<file path="src/rtl/redirect_pkg.sv">
// Shared types and default widths for the branch-redirect sequencer.
package redirect_pkg;

  localparam int XLEN_DEF   = 32;
  localparam int CNT_W_DEF  = 2;
  localparam int PERF_W_DEF = 32;

  typedef enum logic [1:0] {
    IDLE  = 2'd0,
    REDIR = 2'd1,
    DRAIN = 2'd2
  } redir_state_e;

  function automatic logic is_mispred(
    input logic        valid,
    input logic        is_ctrl,
    input logic [63:0] target,
    input logic [63:0] pred_npc
  );
    return valid & is_ctrl & (target != pred_npc);
  endfunction

endpackage

</file>
<file path="src/rtl/redirect_ctrl_chk.sv">
// Protocol checker for redirect_ctrl: stale responses must be accounted for.
module redirect_ctrl_chk #(
  parameter int CNT_W = 2
) (
  input logic             clk,
  input logic             rst_n,
  input logic [1:0]       i_state,
  input logic [CNT_W-1:0] i_stale_cnt,
  input logic             i_rsp_valid
);

  // A response outside IDLE with nothing outstanding means the IFU lied about inflight.
  a_rsp_accounted: assert property (@(posedge clk) disable iff (!rst_n)
    ((i_state != 2'd0) && i_rsp_valid) |-> (i_stale_cnt != '0));

  a_state_legal: assert property (@(posedge clk) disable iff (!rst_n)
    i_state != 2'd3);

endmodule

</file>
<file path="src/rtl/redirect_perf_cnt.sv">
// Saturating event counter; cleared only by the asynchronous reset.
module redirect_perf_cnt #(
  parameter int W = 32
) (
  input  logic         clk,
  input  logic         rst_n,
  input  logic         i_inc,
  output logic [W-1:0] o_cnt
);

  logic [W-1:0] r_cnt;

  // Count events, sticking at all-ones.
  always_ff @(posedge clk or negedge rst_n) begin
    if (!rst_n) begin
      r_cnt <= '0;
    end else if (i_inc && (r_cnt != {W{1'b1}})) begin
      r_cnt <= r_cnt + W'(1);
    end else begin
      r_cnt <= r_cnt;
    end
  end

  assign o_cnt = r_cnt;

endmodule

</file>
<file path="src/rtl/redirect_ctrl.sv">
// Branch-redirect sequencer between EX-stage BRU and IFU.
// Optional perf counters are built when REDIRECT_PERF_EN is defined.
module redirect_ctrl
  import redirect_pkg::*;
#(
  parameter int XLEN   = XLEN_DEF,
  parameter int CNT_W  = CNT_W_DEF,
  parameter int PERF_W = PERF_W_DEF
) (
  input  logic              clk,
  input  logic              rst_n,
  input  logic              ex_valid,
  input  logic              ex_is_ctrl,
  input  logic [XLEN-1:0]   ex_target,
  input  logic [XLEN-1:0]   ex_pred_npc,
  output logic              ex_ready,
  output logic              flush,
  output logic              redir_valid,
  output logic [XLEN-1:0]   redir_pc,
  input  logic              redir_ready,
  input  logic [CNT_W-1:0]  ifu_inflight,
  input  logic              ifu_rsp_valid,
  output logic              drop_rsp
`ifdef REDIRECT_PERF_EN
  ,
  output logic [PERF_W-1:0] perf_ctrl_cnt,
  output logic [PERF_W-1:0] perf_redir_cnt
`endif
);

  redir_state_e     r_state;
  redir_state_e     w_state_nxt;
  logic [CNT_W-1:0] r_stale_cnt;
  logic [CNT_W-1:0] w_stale_nxt;
  logic [CNT_W-1:0] w_stale_dec;
  logic [XLEN-1:0]  r_redir_pc;
  logic             w_mispred;
  logic             w_take;
  logic             w_ex_ready;
  logic             w_flush;
  logic             w_redir_valid;
  logic             w_drop;

  assign w_mispred   = is_mispred(ex_valid, ex_is_ctrl, 64'(ex_target), 64'(ex_pred_npc));
  assign w_take      = (r_state == IDLE) & w_mispred;
  // Floor at zero: an unaccounted response must not wrap the counter.
  assign w_stale_dec = (ifu_rsp_valid && (r_stale_cnt != '0)) ? (r_stale_cnt - CNT_W'(1))
                                                              : r_stale_cnt;

  // State register.
  always_ff @(posedge clk or negedge rst_n) begin
    if (!rst_n) begin
      r_state <= IDLE;
    end else begin
      r_state <= w_state_nxt;
    end
  end

  // Next-state logic; exit decisions use the post-decrement stale count.
  always_comb begin
    w_state_nxt = r_state;
    case (r_state)
      IDLE: begin
        if (w_mispred) w_state_nxt = REDIR;
        else           w_state_nxt = IDLE;
      end
      REDIR: begin
        if (redir_ready) w_state_nxt = (w_stale_dec == '0) ? IDLE : DRAIN;
        else             w_state_nxt = REDIR;
      end
      DRAIN: begin
        if (w_stale_dec == '0) w_state_nxt = IDLE;
        else                   w_state_nxt = DRAIN;
      end
      default: w_state_nxt = IDLE;
    endcase
  end

  // Stale-count next value.
  always_comb begin
    w_stale_nxt = r_stale_cnt;
    case (r_state)
      IDLE: begin
        if (w_mispred) w_stale_nxt = ifu_inflight;
        else           w_stale_nxt = r_stale_cnt;
      end
      REDIR:   w_stale_nxt = w_stale_dec;
      DRAIN:   w_stale_nxt = w_stale_dec;
      default: w_stale_nxt = '0;
    endcase
  end

  // Redirect target and stale-response counter.
  always_ff @(posedge clk or negedge rst_n) begin
    if (!rst_n) begin
      r_redir_pc  <= '0;
      r_stale_cnt <= '0;
    end else begin
      r_stale_cnt <= w_stale_nxt;
      if (w_take) r_redir_pc <= ex_target;
      else        r_redir_pc <= r_redir_pc;
    end
  end

  // Output decode.
  always_comb begin
    w_ex_ready    = 1'b1;
    w_flush       = 1'b0;
    w_redir_valid = 1'b0;
    w_drop        = 1'b0;
    case (r_state)
      IDLE: begin
        w_flush = w_mispred;
        w_drop  = w_mispred & ifu_rsp_valid;
      end
      REDIR: begin
        w_ex_ready    = 1'b0;
        w_redir_valid = 1'b1;
        w_drop        = ifu_rsp_valid;
      end
      DRAIN: begin
        w_drop = ifu_rsp_valid;
      end
      default: begin
        w_ex_ready    = 1'b1;
        w_redir_valid = 1'b0;
      end
    endcase
  end

  // Combinational kills are masked while reset is held.
  assign ex_ready    = w_ex_ready;
  assign flush       = w_flush & rst_n;
  assign redir_valid = w_redir_valid;
  assign drop_rsp    = w_drop & rst_n;
  assign redir_pc    = r_redir_pc;

`ifdef REDIRECT_PERF_EN
  logic w_ctrl_inc;

  assign w_ctrl_inc = (r_state == IDLE) & ex_valid & ex_is_ctrl;

  redirect_perf_cnt #(.W(PERF_W)) u_perf_ctrl (
    .clk   (clk),
    .rst_n (rst_n),
    .i_inc (w_ctrl_inc),
    .o_cnt (perf_ctrl_cnt)
  );

  redirect_perf_cnt #(.W(PERF_W)) u_perf_redir (
    .clk   (clk),
    .rst_n (rst_n),
    .i_inc (w_take),
    .o_cnt (perf_redir_cnt)
  );
`endif

  redirect_ctrl_chk #(.CNT_W(CNT_W)) u_chk (
    .clk         (clk),
    .rst_n       (rst_n),
    .i_state     (r_state),
    .i_stale_cnt (r_stale_cnt),
    .i_rsp_valid (ifu_rsp_valid)
  );

endmodule

</file>
<file path="config.mk">
export PLATFORM = sky130hd
export DESIGN_NAME = redirect_ctrl
export DESIGN_NICKNAME = d
export VERILOG_FILES = /design/src/rtl/redirect_pkg.sv /design/src/rtl/redirect_ctrl_chk.sv /design/src/rtl/redirect_perf_cnt.sv /design/src/rtl/redirect_ctrl.sv
export SDC_FILE = /design/constraint.sdc
export NUM_CORES = 1
export LEC_CHECK = 0
export ABC_AREA = 1
export ABC_CLOCK_PERIOD_IN_PS = 2200
export CORE_ASPECT_RATIO = 0.9
export CORE_MARGIN = 2
export CORE_UTILIZATION = 43
export DETAILED_ROUTE_END_ITERATION = 8
export PLACE_DENSITY = 0.85
export SKIP_LAST_GASP = 1
export SYNTH_ARGS = -nofsm -noshare
export SYNTH_HDL_FRONTEND = slang
export SYNTH_HIERARCHICAL = 1
export SYNTH_SLANG_ARGS = --single-unit
</file>
<file path="constraint.sdc">
create_clock -name clk -period 2.2 [get_ports clk]
set_input_delay 0.33 -clock clk [delete_from_list [all_inputs] [get_ports clk]]
set_output_delay 0.33 -clock clk [all_outputs]
set_load 0.05 [all_outputs]
</file>
==> results.md, run 1 <==
- Overall global routing resource usage: 22.2%
- Final setup fails: 0
- Port bufs: 107
- Layout cells sized above 1: roughly 5.6%
- Relative slew slack: a little over three fifths
- DPL Wire Length: 4.35 mm
- Vias in the first global route: 2178
- Delay-heaviest family, CP: buffers and inverters
- FMAX: about 0.47 GHz
- Slowest CP cell: clkdlybuf4s50_1
- TritonCTS Buffers: 5
- CTS resizes: 0
- Syn Nets: roughly 370
- Most common cell after layout, fill and taps aside: nand2_1
- Worst Setup End Kind: output pin
- Final GP Congestion: about 0.83
- Drt first pass iters: 4
- Avg Inst Size Synth: 7.46 sq um
- Reg2Reg Depth: 7
- Setup crit end: drop_rsp
- Hold buffers post-CTS: 0
- Clock Path Buffers: 2
- Layout overhead on the synthesized area: 59.3%
- H-tree Lvls: 2
- Critical R2R Launch: r_state[0]
- # DRC: 0
- TritonCTS clock tree: yes
- Yosys warns: 6
- Largest net degree at the start of global routing: 38
- Nets: between 400 and 500
- Status: finished clean
- Core Area: 4830 sq um
- Clock-pin slew on the worst setup and hold paths: 0.07 ns
- Post-Syn Area: 2150 sq um
- DIE AREA: between 5000 and 6000 sq um
- DRT Wirelength: 5.96 mm
- Vias per cell: 4.84
- Buf/Inv on CP: 2
- Die Ht: 71.0 microns
- Post-CTS setup buffer count: 0
- RSZ-0062 raised after global routing: yes
- Seq/Total Area, Yosys: 42.0%
- Power per standard cell area: 1310 nW/um^2
- Clock latency on the worst-skew pair: ~0.28 ns
- Max cap viols: 0
- CP startpoint: ex_target[3]
- Layout Utilization: 70.7%
- Fin crit period: 2.12 ns
- First-pass GRT wire length: 9.74 mm
- Req. time, crit path: 1.87 ns
- Clk sinks: 36
- Crit path cell chain: clkdlybuf4s50_1 > xnor2_1 > nand2_1 > nor2_1 > nand2_1 > nor2_1 > nand2_2 > nand3_4 > a21oi_2 > buf_12
- Via Count: approximately 2200
- Initial detailed-routing violation count: approximately 130
- # rows: 24
- I/O pins: between 100 and 150
- Leak: 1.64 nW
- Critical Path Stages: 10
- Crit-path max FO: 3
- Initial Util: 44.4%
- ANT nets after route: 0
- Hold WS: roughly 0.15 ns
- Layout Skew: approximately 0.0034 ns
- Worst Hold Class: in -> async
- Yosys cell types: 19
- # fillers: 401
- Final Hold Fails: 0
- Cells after synthesis: 288
- Grt ovf: 0
- Die Width: just under 80 microns
- Period Utilization, post-route: around 96%
- Tightest Pin Transition: 0.555 ns
- Delay of the slowest critical-path stage: roughly 0.51 ns
- Worst reg2reg path endpoint: r_stale_cnt[0]
- Commonest cells after routing, fill and taps aside: 124 x nand2_1, 103 x clkdlybuf4s50_1, 36 x dfrtp_1, 32 x nand4_1, 27 x inv_1
- Startpoint types: input port
- Max-slew violations: 0
- Clock Tree Root: clkbuf_8
- Max VDD drop: 0.734 mV
- Number of diodes: 0
- Crit path DAT: about 1.8 ns
- Critical path class: in -> out
- Initial antenna violation count: 0
- Synthesized flop and latch total: 36
- R2r setup slk: 0.58 ns
- Avg WL per Cell: ~13 microns
-- routing by layer --
metal  wire [microns]  up-vias  part of all wire (%)  track usage [%]
li1                 -     1120                     -                -
met1             2410     1013                    40             25.8
met2             2990       83                    50             38.8
met3              434       13                   7.3             6.38
met4              127        0                   2.1             9.16
met5                0        -                     0                0
-- cell families (layout without fill, tap and decap cells) --
logic type,after synthesis,in the layout,share of synthesized area [%]
AOI/OAI and AO/OA,6,6,1.40
xor gates and xnor gates,24,24,9.79
adders and majority gates,5,5,2.91
buffers and inverters,41,149,8.39
DFF,36,36,42.0
and+or+nand+nor,176,176,35.5
-- stage by stage --
step	cell area (sq um)	std cells	total power [mW]	TNS, ns	worst slack (ns)
after floorplan	2150	288	2.89	0	0.0941
after global placement	3280	453	3.80	0	0.0354
after detailed placement	3280	453	3.85	0	0.0302
after CTS	3410	461	4.50	0	0.0401
after global routing	3420	461	4.74	-0.0205	-0.0205
final	3420	461	4.48	0	0.0780
-- Yosys cell counts --
cell type,instances,share of area [%]
nor2_1,14,2.4
xor2_1,1,0.41
buf_1,1,0.17
buf_6,3,1.6
or2_2,1,0.29
nand4_1,32,9.3
clkbuf_1,6,1.0
inv_1,27,4.7
nand2_1,124,22
nor3_1,1,0.23
clkinv_1,1,0.17
a21oi_1,6,1.4
ha_1,5,2.9
xnor2_1,23,9.4
nand3_1,2,0.47
buf_2,3,0.70
dfrtp_1,36,42
nand3_4,1,0.82
nand2_2,1,0.29
-- state kept, by name, summed over array words and instances (netlist names) --
register / count
r_stale_cnt: 2
redir_pc: 32
r_state: 2
-- power breakdown --
part / total [mW] / switching (mW) / internal (mW)
Clock: 0.635 / 0.235 / 0.400
Combinational: 2.70 / 1.79 / 0.907
Sequential: 1.15 / 0.176 / 0.975
Total: 4.48 / 2.20 / 2.28
-- worst min path at each step --
| stage | start | to | slack (ns) | cells past startpoint |
|---|---|---|---|---|
| 2_1_floorplan | rst_n | r_stale_cnt[0] | 0.03 | 0 |
| 3_3_place_gp | redir_pc[10] | redir_pc[10] | 0.45 | 2 |
| 3_5_place_dp | redir_pc[23] | redir_pc[23] | 0.46 | 2 |
| 4_1_cts | rst_n | redir_pc[15] | 0.16 | 2 |
| 5_1_grt | rst_n | redir_pc[22] | 0.17 | 2 |
| 6_report | rst_n | redir_pc[9] | 0.15 | 2 |
-- final cells by class --
| type | instances | area (sq um) | area share [%] |
|---|---|---|---|
| multi-input cells | 211 | 1070 | 31.4 |
| repair buffers | 113 | 1130 | 33.2 |
| well taps | 65 | 81.3 | 2.38 |
| clock buffers | 7 | 96.3 | 2.82 |
| flip-flops and latches | 36 | 901 | 26.3 |
| inverters | 28 | 105 | 3.07 |
| clock inverters | 1 | 30.0 | 0.878 |
Power figures use the tool's default switching activity.
==> run 2: changes to the inputs <==
--- a/config.mk
+++ b/config.mk
@@ -12,6 +12,7 @@
 export CORE_UTILIZATION = 43
 export DETAILED_ROUTE_END_ITERATION = 8
 export PLACE_DENSITY = 0.85
+export RECOVER_POWER = 25
 export SKIP_LAST_GASP = 1
 export SYNTH_ARGS = -nofsm -noshare
 export SYNTH_HDL_FRONTEND = slang
==> results.md, run 2 (synthesis results as in run 1) <==
- Tightest Pin Transition: 0.911 ns (+0.357 ns)
- Req. time, crit path: 1.87 ns (about the same)
- Leak: 1.64 nW (-0.21%)
- Max VDD drop: 0.738 mV (+0.53%)
- Final GP Congestion: 0.835 (unchanged)
- Most common cell after layout, fill and taps aside: nand2_1
- Setup crit end: drop_rsp
- R2r setup slk: 0.59 ns (about the same)
- DPL Wire Length: 4.35 mm (unchanged)
- Vias in the first global route: 2178 (unchanged)
- ANT nets after route: 0 (unchanged)
- Crit path cell chain: clkdlybuf4s50_1 > xnor2_1 > nand2_1 > nor2_1 > nand2_1 > nor2_1 > nand2_2 > nand3_4 > a21oi_2 > buf_12
- Critical R2R Launch: r_state[0]
- Vias per cell: 4.84 (+0.18%)
- Critical path class: in -> out
- Core Area: 4830 sq um (unchanged)
- Max cap viols: 0 (unchanged)
- Power per standard cell area: 1310 nW/um^2 (+0.15%)
- Initial Util: 44.4% (unchanged)
- Final setup fails: 0 (unchanged)
- Startpoint types: input port
- H-tree Lvls: 2 (unchanged)
- Initial antenna violation count: 0 (unchanged)
- Initial detailed-routing violation count: 120 (-9.8%)
- # DRC: 0 (unchanged)
- Nets: 472 (unchanged)
- Layout cells sized above 1: 5.30% (-0.25 points)
- TritonCTS Buffers: 5 (unchanged)
- Period Utilization, post-route: 96.3% (-0.17 points)
- Clock latency on the worst-skew pair: 0.28 ns (about the same)
- Die Width: 78.5 microns (unchanged)
- # fillers: 401 (unchanged)
- Layout Skew: 0.00431 ns (+0.000930 ns)
- Worst reg2reg path endpoint: r_stale_cnt[0]
- Crit-path max FO: 3 (unchanged)
- Via Count: 2233 (+0.18%)
- Commonest cells after routing, fill and taps aside: 124 x nand2_1, 103 x clkdlybuf4s50_1, 36 x dfrtp_1, 32 x nand4_1, 27 x inv_1
- Max-slew violations: 0 (unchanged)
- RSZ-0062 raised after global routing: yes
- Slowest CP cell: clkdlybuf4s50_1
- Final Hold Fails: 0 (unchanged)
- Register area: 901 sq um (unchanged)
- Overall global routing resource usage: 22.2% (unchanged)
- Delay of the slowest critical-path stage: 0.51 ns (about the same)
- Placed Area: 3280 sq um (unchanged)
- FMAX: 0.472 GHz (+0.18%)
- Reg2Reg Depth: 7 (unchanged)
- Hold buffers post-CTS: 0 (unchanged)
- DRT Wirelength: 5.99 mm (+0.45%)
- Number of diodes: 0 (unchanged)
- Clock Path Buffers: 2 (unchanged)
- Avg WL per Cell: 13.0 microns (+0.45%)
- Hold WS: 0.384 ns (+0.238 ns)
- Fin crit period: 2.12 ns (-0.00371 ns)
- TNS Setup: 0 ns (unchanged)
- TritonCTS clock tree: yes
- Die Ht: 71.0 microns (unchanged)
- Port bufs: 107 (unchanged)
- First-pass GRT wire length: 9.74 mm (unchanged)
- # rows: 24 (unchanged)
- Drt first pass iters: 4 (unchanged)
- Largest net degree at the start of global routing: 38 (unchanged)
- Grt ovf: 0 (unchanged)
- Finished Cell Area: 3420 sq um (-0.11%)
- Layout overhead on the synthesized area: 59.1%
- Clock Tree Root: clkbuf_8
- Status: finished clean
- Worst Setup End Kind: output pin
- Relative slew slack: 39.3% (-24 points)
- Crit path DAT: 1.79 ns (about the same)
- CP startpoint: ex_target[3]
- I/O pins: 108 (unchanged)
- Clock-pin slew on the worst setup and hold paths: 0.07 ns (about the same)
- DIE AREA: 5580 sq um (unchanged)
- Clk sinks: 36 (unchanged)
- Max reg flops: 32 (unchanged)
- Area occupied by multi-input gates: 1070 sq um (unchanged)
- Worst Hold Class: in -> async
## run 2: what timing repair did
item / CTS / global route
setup endpoints to repair: 0 / 3
setup buffers: 0 / 0
gates resized for setup: 0 / 3
## run 2: worst min-delay path by stage
stage | from | to | cells after the start
CTS | rst_n | redir_pc[15] | 2
floorplan | rst_n | r_stale_cnt[0] | 0
global route | rst_n | redir_pc[22] | 2
finish | rst_n | redir_pc[9] | 2
global placement | redir_pc[10] | redir_pc[10] | 2
detailed placement | redir_pc[23] | redir_pc[23] | 2
## run 2: layout make-up
class | instances | area share, %
clock buffer | 7 | 2.82
clock inverter | 1 | 0.879
inverter | 28 | 3.08
multi-input combinational | 211 | 31.4
sequential | 36 | 26.4
tap | 65 | 2.38
timing repair buffer | 113 | 33.1
## run 2: power by group
group	switching, mW	internal [mW]
clock network	0.236	0.400
logic	1.79	0.906
registers	0.176	0.975
## run 2: stage by stage
stage / power [mW] / cells / setup WS (ns) / utilization (%)
2_1_floorplan: 2.89 / 288 / 0.0941 / -
3_3_place_gp: 3.80 / 453 / 0.0354 / 67.9
3_5_place_dp: 3.85 / 453 / 0.0302 / 67.9
4_1_cts: 4.50 / 461 / 0.0401 / 70.5
5_1_grt: 4.74 / 461 / -0.0205 / 70.7
6_report: 4.49 / 461 / 0.0817 / 70.7
## run 2: metal layers
metal,wire (microns),vias up,GRT usage [%]
li1,-,1122,-
met1,2430,1017,25.8
met2,3000,81,38.8
met3,436,13,6.38
met4,127,0,9.16
met5,0,-,0
## run 2: critical path: cells and delay by family
kind | cells | cell delay [ns]
AO/OA/AOI/OAI | 1 | 0.07
AND/OR/NAND/NOR | 6 | 0.60
XOR/XNOR | 1 | 0.13
buffers and inverters | 2 | 0.66
